### src/rtl/spi_adc_responder_if.sv
// Four-wire SPI bus between the ADC controller (master) and the ADC stand-in (slave).
// The master drives SCK, CS_N and MOSI; the slave drives MISO.
interface spi_adc_responder_if;
    logic spi_sck;
    logic spi_cs_n;
    logic spi_mosi;
    logic spi_miso;

    modport master (output spi_sck, output spi_cs_n, output spi_mosi, input spi_miso);
    modport slave  (input spi_sck, input spi_cs_n, input spi_mosi, output spi_miso);
endinterface

### src/rtl/spi_adc_responder.sv
// AD7908-style 8-bit ADC responder: decodes the 12-bit control word on MOSI
// and returns 16-bit conversion frames on MISO with a one-frame channel pipeline.
module spi_adc_responder #(
    parameter int NUM_CH      = 8,
    parameter int SYNC_STAGES = 2
) (
    input  logic                  clk,
    input  logic                  rst_n,
    spi_adc_responder_if.slave    spi,
    input  logic [8*NUM_CH-1:0]   ch_data,
    output logic [2:0]            cfg_addr,
    output logic                  cfg_coding,
    output logic [11:0]           ctrl_word,
    output logic                  frame_done,
    output logic                  frame_err
);

    localparam logic [0:0] ST_IDLE  = 1'b0;
    localparam logic [0:0] ST_SHIFT = 1'b1;

    logic [SYNC_STAGES-1:0] sck_sync_r;
    logic [SYNC_STAGES-1:0] cs_sync_r;
    logic [SYNC_STAGES-1:0] mosi_sync_r;
    logic                   sck_hist_r;
    logic                   cs_hist_r;

    logic                   sck_s;
    logic                   cs_s;
    logic                   mosi_s;
    logic                   sck_rise_s;
    logic                   sck_fall_s;
    logic                   cs_rise_s;
    logic                   cs_fall_s;

    logic [0:0]             state_r;
    logic [4:0]             bit_cnt_r;
    logic [15:0]            tx_r;
    logic [11:0]            rx_r;
    logic                   miso_r;
    logic [2:0]             cfg_addr_r;
    logic                   cfg_coding_r;
    logic [11:0]            ctrl_word_r;
    logic                   frame_done_r;
    logic                   frame_err_r;

    logic [7:0]             conv_s;
    logic [15:0]            tx_next_s;

    // Input synchronizers plus one history flop per bus line for edge detection
    always_ff @(posedge clk) begin
        if (!rst_n) begin
            sck_sync_r  <= {SYNC_STAGES{1'b0}};
            cs_sync_r   <= {SYNC_STAGES{1'b1}};
            mosi_sync_r <= {SYNC_STAGES{1'b0}};
            sck_hist_r  <= 1'b0;
            cs_hist_r   <= 1'b1;
        end else begin
            sck_sync_r  <= {sck_sync_r[SYNC_STAGES-2:0], spi.spi_sck};
            cs_sync_r   <= {cs_sync_r[SYNC_STAGES-2:0], spi.spi_cs_n};
            mosi_sync_r <= {mosi_sync_r[SYNC_STAGES-2:0], spi.spi_mosi};
            sck_hist_r  <= sck_sync_r[SYNC_STAGES-1];
            cs_hist_r   <= cs_sync_r[SYNC_STAGES-1];
        end
    end

    assign sck_s      = sck_sync_r[SYNC_STAGES-1];
    assign cs_s       = cs_sync_r[SYNC_STAGES-1];
    assign mosi_s     = mosi_sync_r[SYNC_STAGES-1];
    assign sck_rise_s = sck_s & ~sck_hist_r;
    assign sck_fall_s = ~sck_s & sck_hist_r;
    assign cs_rise_s  = cs_s & ~cs_hist_r;
    assign cs_fall_s  = ~cs_s & cs_hist_r;

    // Conversion value for the latched channel; unmodelled addresses read as zero
    always_comb begin
        conv_s = 8'h00;
        for (int k = 0; k < NUM_CH; k++) begin
            if (int'(cfg_addr_r) == k) begin
                conv_s = ch_data[8*k +: 8];
            end else begin
                conv_s = conv_s;
            end
        end
        if (!cfg_coding_r && (int'(cfg_addr_r) < NUM_CH)) begin
            conv_s = conv_s ^ 8'h80;
        end else begin
            conv_s = conv_s;
        end
    end

    assign tx_next_s = {1'b0, cfg_addr_r, conv_s, 4'b0000};

    // Frame FSM: CS_N rise takes priority over any SCK edge seen in the same cycle
    always_ff @(posedge clk) begin
        if (!rst_n) begin
            state_r      <= ST_IDLE;
            bit_cnt_r    <= 5'd0;
            tx_r         <= 16'h0000;
            rx_r         <= 12'h000;
            miso_r       <= 1'b0;
            cfg_addr_r   <= 3'd0;
            cfg_coding_r <= 1'b1;
            ctrl_word_r  <= 12'h033;
            frame_done_r <= 1'b0;
            frame_err_r  <= 1'b0;
        end else begin
            frame_done_r <= 1'b0;
            frame_err_r  <= 1'b0;
            case (state_r)
                ST_IDLE: begin
                    miso_r <= 1'b0;
                    if (cs_fall_s) begin
                        tx_r      <= tx_next_s;
                        miso_r    <= tx_next_s[15];
                        bit_cnt_r <= 5'd0;
                        rx_r      <= 12'h000;
                        state_r   <= ST_SHIFT;
                    end
                end
                ST_SHIFT: begin
                    if (cs_rise_s) begin
                        miso_r  <= 1'b0;
                        state_r <= ST_IDLE;
                        if (bit_cnt_r == 5'd16) begin
                            frame_done_r <= 1'b1;
                            if (rx_r[11]) begin
                                ctrl_word_r  <= rx_r;
                                cfg_addr_r   <= rx_r[8:6];
                                cfg_coding_r <= rx_r[0];
                            end
                        end else begin
                            frame_err_r <= 1'b1;
                        end
                    end else if (sck_rise_s) begin
                        if (bit_cnt_r < 5'd12) begin
                            rx_r <= {rx_r[10:0], mosi_s};
                        end
                        if (bit_cnt_r < 5'd16) begin
                            bit_cnt_r <= bit_cnt_r + 5'd1;
                        end
                    end else if (sck_fall_s) begin
                        if (bit_cnt_r == 5'd16) begin
                            miso_r <= 1'b0;
                        end else if (bit_cnt_r != 5'd0) begin
                            miso_r <= tx_r[4'd15 - bit_cnt_r[3:0]];
                        end
                    end
                end
                default: begin
                    state_r <= ST_IDLE;
                    miso_r  <= 1'b0;
                end
            endcase
        end
    end

    assign spi.spi_miso = miso_r;
    assign cfg_addr     = cfg_addr_r;
    assign cfg_coding   = cfg_coding_r;
    assign ctrl_word    = ctrl_word_r;
    assign frame_done   = frame_done_r;
    assign frame_err    = frame_err_r;

endmodule

### src/flat_wrapper.sv
// flat-port wrapper written by rule: the top's interface ports become plain ports
module spi_adc_responder_flat 
#(
    parameter int NUM_CH      = 8,
    parameter int SYNC_STAGES = 2
)
  (clk, rst_n, ch_data, cfg_addr, cfg_coding, ctrl_word, frame_done, frame_err, spi_spi_sck, spi_spi_cs_n, spi_spi_mosi, spi_spi_miso);
  spi_adc_responder_if spi_i ();
  input  logic clk;
  input  logic rst_n;
  input  logic [8*NUM_CH-1:0] ch_data;
  output logic [2:0] cfg_addr;
  output logic cfg_coding;
  output logic [11:0] ctrl_word;
  output logic frame_done;
  output logic frame_err;
  input wire logic [$bits(spi_i.spi_sck)-1:0] spi_spi_sck;
  input wire logic [$bits(spi_i.spi_cs_n)-1:0] spi_spi_cs_n;
  input wire logic [$bits(spi_i.spi_mosi)-1:0] spi_spi_mosi;
  output wire logic [$bits(spi_i.spi_miso)-1:0] spi_spi_miso;
  assign spi_i.spi_sck = spi_spi_sck;
  assign spi_i.spi_cs_n = spi_spi_cs_n;
  assign spi_i.spi_mosi = spi_spi_mosi;
  assign spi_spi_miso = spi_i.spi_miso;
  spi_adc_responder #(.NUM_CH(NUM_CH), .SYNC_STAGES(SYNC_STAGES)) u_core (.clk(clk), .rst_n(rst_n), .spi(spi_i), .ch_data(ch_data), .cfg_addr(cfg_addr), .cfg_coding(cfg_coding), .ctrl_word(ctrl_word), .frame_done(frame_done), .frame_err(frame_err));
endmodule
### config.mk
export PLATFORM = sky130hd
export DESIGN_NAME = spi_adc_responder_flat
export DESIGN_NICKNAME = d
export VERILOG_FILES = /design/src/rtl/spi_adc_responder_if.sv /design/src/rtl/spi_adc_responder.sv /design/src/flat_wrapper.sv
export SDC_FILE = /design/constraint.sdc
export NUM_CORES = 1
export LEC_CHECK = 0
export CAP_MARGIN = 20
export CORE_MARGIN = 4
export CORE_UTILIZATION = 50
export CTS_BUF_LIST = sky130_fd_sc_hd__clkbuf_8 sky130_fd_sc_hd__clkbuf_16
export DETAILED_ROUTE_END_ITERATION = 12
export PLACE_DENSITY = 0.94
export SLEW_MARGIN = 40
export SYNTH_ARGS = -nofsm -noshare
export SYNTH_HDL_FRONTEND = slang
export SYNTH_SLANG_ARGS = --single-unit
### constraint.sdc
create_clock -name clk -period 2.6 [get_ports clk]
set_input_delay 0.39 -clock clk [delete_from_list [all_inputs] [get_ports clk]]
set_output_delay 0.39 -clock clk [all_outputs]
set_load 0.03 [all_outputs]
After elaboration in Yosys (flattened, before gate mapping). Cells that the tools add are included.

Bits in registers: 56. Input port bits: 69. Logic and storage cells: 86.

Add/sub/neg operators: 2. $lt $le $gt $ge: 3. Eq/ne operators: 16. Muxes and demuxes: 32. Bitwise operators: 10. Reduce and logical (&&, ||, !) cells: 8.

Operators with widths (number): 8-bit two-way mux (9); 12-bit two-way mux (4); 12-bit one-hot mux with 2 select lines (1); 5-bit two-way mux (4); 3-bit equality test, second input constant (4); 4-bit AND reduction (3); 1-bit two-way mux (10); 5-bit one-hot mux with 2 select lines (1); 3-bit by 2-bit equality test with 1-bit output, second input constant (2); 2-bit != test, second input constant (3); 1-bit NOT (6); 3-bit AND reduction (2); 5-bit by 1-bit adder with 5-bit output, second input constant (1); 5-bit equality test, second input constant (1); 4-bit by 5-bit < comparator with 1-bit output, second input constant (1); 5-bit by 4-bit < comparator with 1-bit output, second input constant (1); 5-bit < comparator, second input constant (1); 5-bit nonzero test (1); 1-bit AND (4); 1-bit binary-select mux with 4-bit select (1); 2-bit by 1-bit != test with 1-bit output, second input constant (2); 4-bit by 3-bit != test with 1-bit output, second input constant (1); 1-bit one-hot mux with 2 select lines (2); 4-bit subtractor, first input constant (1); other kinds (5) (5).

Depth between registers and ports, before layout.
Depth in word-level cells: 11. Gate-level depth with buffers: 7. Gate-level depth less buffers: 6.

Worst setup path before layout. Ideal clock, no wire load.

Kind: register -> register. From: register, netlist name u_core.ctrl_word[7]. To: register u_core.tx_r[11]. Library setup time: 120 ps. Arrival: 1868 ps. Data required time: 2480 ps. Path slack: 612 ps. Cell stages (with the launch flop): 6. Period minus slack after synthesis: 1988 ps. Path through: dfxtp_1 -> clkbuf_1 -> mux4_2 -> o22ai_1 -> nor3_1 -> a211o_1.

RTL lines: end signal, assigned (line spi_adc_responder.sv:113) `tx_r <= tx_next_s;`; end, declared (line spi_adc_responder.sv:37) `logic [15:0] tx_r;`.

==> results.py <==
metrics = {
    "outcome": {
        "status": "finished, final reports clean",
    },
    "clock_tree": {
        "clkTransAtPathRegs_ps": 90,
        "clock_sinks": 52,
        "cts_root_buf": "clkbuf_8",
        "cts_hold_buf": 0,
        "cts_buffer_depth": 2,
        "htreeDepth": 2,
        "clk_latency_ps": 300,
        "numCtsBuffers": 5,
        "cts_tree": "yes",
        "postCtsSetupBuffers": 0,
        "cts-resized-gates": 0,
    },
    "timing": {
        "hold_violations": 0,
        "fin_skew_ps": 10.8,
        "fmax_ghz": 0.486,
        "slew_viol_final": 0,
        "fin_crit_ps": 2060,
        "max-slew-margin-rel_pct": 60.1,
        "rsz0062_at_grt": "false",
        "fin_crit_sh_pct": 79.2,
        "finalSetupViolations": 0,
        "worst_pin_slew_ps": 596,
        "tns_ps": 0,
        "worst_slack_ps": 541,
    },
    "worst_setup_path": {
        "reg2reg_from": "u_core.bit_cnt_r[0]",
        "path_cells": "clkdlybuf4s50_1",
        "cpPeakStageDelay_ps": 770,
        "path_class": "flip-flop to output pin",
        "reg2reg_to": "u_core.ctrl_word[5]",
        "critPathLaunchType": "flip-flop",
        "reg2reg_slack_ps": 690,
        "critical-path-top-delay-family": "buffers and inverters",
        "cp_max_fo": 10,
        "worstSetupEndpointType": "output pin",
        "reg2reg_depth": 5,
        "crit_slowest_cell": "clkdlybuf4s50_1",
        "critPathBufInv": 1,
        "required_ps": 2210,
        "crit_cells": 1,
        "critPathArrivalTime_ps": 1670,
    },
    "power": {
        "power.leakage_nw": 1.24,
        "total_power_mw": 1.45,
        "p_per_area_nw_per_um2": 393,
        "ir_worst_vdd_mv": 0.220,
    },
    "logic_synthesis": {
        "synth_area_um2": 2720,
        "async_flop_share_pct": 0,
        "yosys_warnings": 0,
        "syn_inst": 286,
        "avgSynthCellArea_um2": 9.52,
        "synth-main-ff-cell": "dfxtp_1",
        "yosysUniqueCellTypes": 49,
        "synth_edf_count": 0,
        "syn_nets": 357,
        "ys_seq_area_share_pct": 38.2,
        "synth-seq-cells": 52,
    },
    "detailed_routing": {
        "totalWireLength_mm": 6.23,
        "drt_first_iter_violations": 87,
        "firstDrtPassIters": 4,
        "wl_per_cell_um": 14.4,
        "drcViolationCount": 0,
        "post_drt_via_cell_ratio": 5.55,
        "ant_nets": 0,
        "vias": 2390,
    },
    "floorplan": {
        "dieArea_um2": 6690,
        "core_um2": 5200,
        "io_pins": 88,
        "die_w_um": 81.8,
        "die_y_um": 81.8,
        "start_util_pct": 52.3,
        "rows": 26,
    },
    "worst_hold_path": {
        "hold_depth": 1,
        "hp-class": "flip-flop to flip-flop",
        "worstHoldStart": "u_core.cs_sync_r[0]",
        "hold_end": "u_core.cs_sync_r[1]",
    },
    "global_routing": {
        "track_usage_pct": 19.6,
        "antenna_found_initial": 0,
        "grt_pass1_wl_mm": 10.5,
        "grt_start_max_net_pins": 47,
        "grt-ovfl-total": 0,
        "grt_pass1_vias": 2456,
    },
    "placed_design": {
        "place_ws_ps": 637,
        "portBuffers": 87,
        "place.gp.congestion": 0.833,
        "dp_hpwl_mm": 4.76,
    },
    "layout": {
        "n_antenna_cell": 0,
        "nets": 432,
        "syn2layout_area_growth_pct": 35.5,
        "finalCoreUtilization_pct": 70.9,
        "drive_gt1_share_pct": 9.70,
    },
    "run": {
        "cap_viol_max_count": 0,
    },
}
## worst max path at each step
| stage | start | to | slack, ps |
|---|---|---|---|
| finish | u_core.ctrl_word[6] | cfg_addr[0] | 540 |
| global route | u_core.ctrl_word[6] | cfg_addr[0] | 450 |
| CTS | u_core.ctrl_word[6] | cfg_addr[0] | 520 |
| detailed placement | ch_data[55] | u_core.tx_r[11] | 640 |
| global placement | ch_data[55] | u_core.tx_r[11] | 690 |
| floorplan | u_core.ctrl_word[7] | u_core.tx_r[11] | 610 |
## cell families after synthesis
logic type / count (synthesis) / synth area share (%)
buffers and inverters: 32 / 6.11
xor gates and xnor gates: 2 / 0.643
and+or+nand+nor: 91 / 19.1
DFF: 52 / 38.2
muxes: 34 / 17.5
AOI/OAI and AO/OA: 73 / 17.5
adders and majority gates: 2 / 0.919
## through the flow
| stage | std cells | hold WS (ps) | cell area [um2] |
|---|---|---|---|
| final | 431 | 419 | 3690 |
| after global routing | 431 | 427 | 3690 |
| after CTS | 431 | 423 | 3690 |
| after detailed placement | 424 | 397 | 3600 |
| after global placement | 424 | 389 | 3600 |
| after floorplan | 286 | 386 | 2720 |
## state kept, by name (all words and copies together) (netlist names), 2 cells and up
register	count
u_core.bit_cnt_r	5
u_core.cs_sync_r	2
u_core.ctrl_word	12
u_core.mosi_sync_r	2
u_core.rx_r	12
u_core.sck_sync_r	2
u_core.tx_r	11
## cell type report
class                      instances  area (um2)
fill                             370        1520
clock buffer                       6        82.6
clock inverter                     1        8.76
multi-input combinational        202        1520
tap                               70        87.6
timing repair buffer              96         938
inverter                           4        15.0
sequential                        52        1040
## report_power, final
part           leakage (nW)  internal (mW)  switching (mW)  total [mW]
Combinational         0.773          0.124          0.0488       0.173
Clock                0.0473          0.212           0.247       0.460
Sequential            0.421          0.808         0.00899       0.817
Total                  1.24           1.14           0.305        1.45
## layer usage
| metal | routed length [um] | track usage (%) | vias up |
|---|---|---|---|
| li1 | - | - | 1181 |
| met1 | 2650 | 23.3 | 1112 |
| met2 | 3100 | 35.5 | 93 |
| met3 | 418 | 4.61 | 4 |
| met4 | 53 | 4.82 | 0 |
| met5 | 0 | 0 | - |
## synth_stat cells (all sizes together), types with 2 or more instances
cell type | n | share of area (%)
a211o | 2 | 0.69
a21boi | 19 | 5.2
a21oi | 8 | 1.5
a31oi | 6 | 1.4
a32o | 2 | 0.74
and2 | 5 | 1.1
and3 | 3 | 0.78
buf | 10 | 2.9
clkbuf | 18 | 2.6
dfxtp | 52 | 38
ha | 2 | 0.92
inv | 4 | 0.55
mux2 | 2 | 0.83
mux2i | 22 | 8.1
mux4 | 10 | 8.5
nand2 | 29 | 4.0
nand2b | 4 | 1.0
nand3 | 5 | 0.92
nand3b | 6 | 1.7
nand4 | 4 | 0.92
nor2 | 8 | 1.1
nor2b | 13 | 3.0
nor3 | 4 | 0.74
nor3b | 4 | 1.3
o21ai | 23 | 4.2
o22ai | 3 | 0.69
o2bb2ai | 3 | 0.97
o31ai | 2 | 0.55
xor2 | 2 | 0.64
## cell usage in the layout, fill, tap and decap left out, drive strengths merged, types with 2 or more instances in the layout
cell type / synthesis / routed
clkdlybuf4s50: 0 / 87
dfxtp: 52 / 52
nand2: 29 / 29
o21ai: 23 / 23
mux2i: 22 / 22
a21boi: 19 / 19
nor2b: 13 / 13
mux4: 10 / 10
buf: 10 / 9
nor2: 8 / 8
a21oi: 8 / 8
nand3b: 6 / 6
a31oi: 6 / 6
clkbuf: 18 / 6
nand3: 5 / 5
and2: 5 / 5
inv: 4 / 4
nor3: 4 / 4
nand4: 4 / 4
nor3b: 4 / 4
nand2b: 4 / 4
o2bb2ai: 3 / 3
o22ai: 3 / 3
and3: 3 / 3
o31ai: 2 / 2
xor2: 2 / 2
mux2: 2 / 2
a32o: 2 / 2
ha: 2 / 2
a211o: 2 / 2
Power figures use the tool's default switching activity.
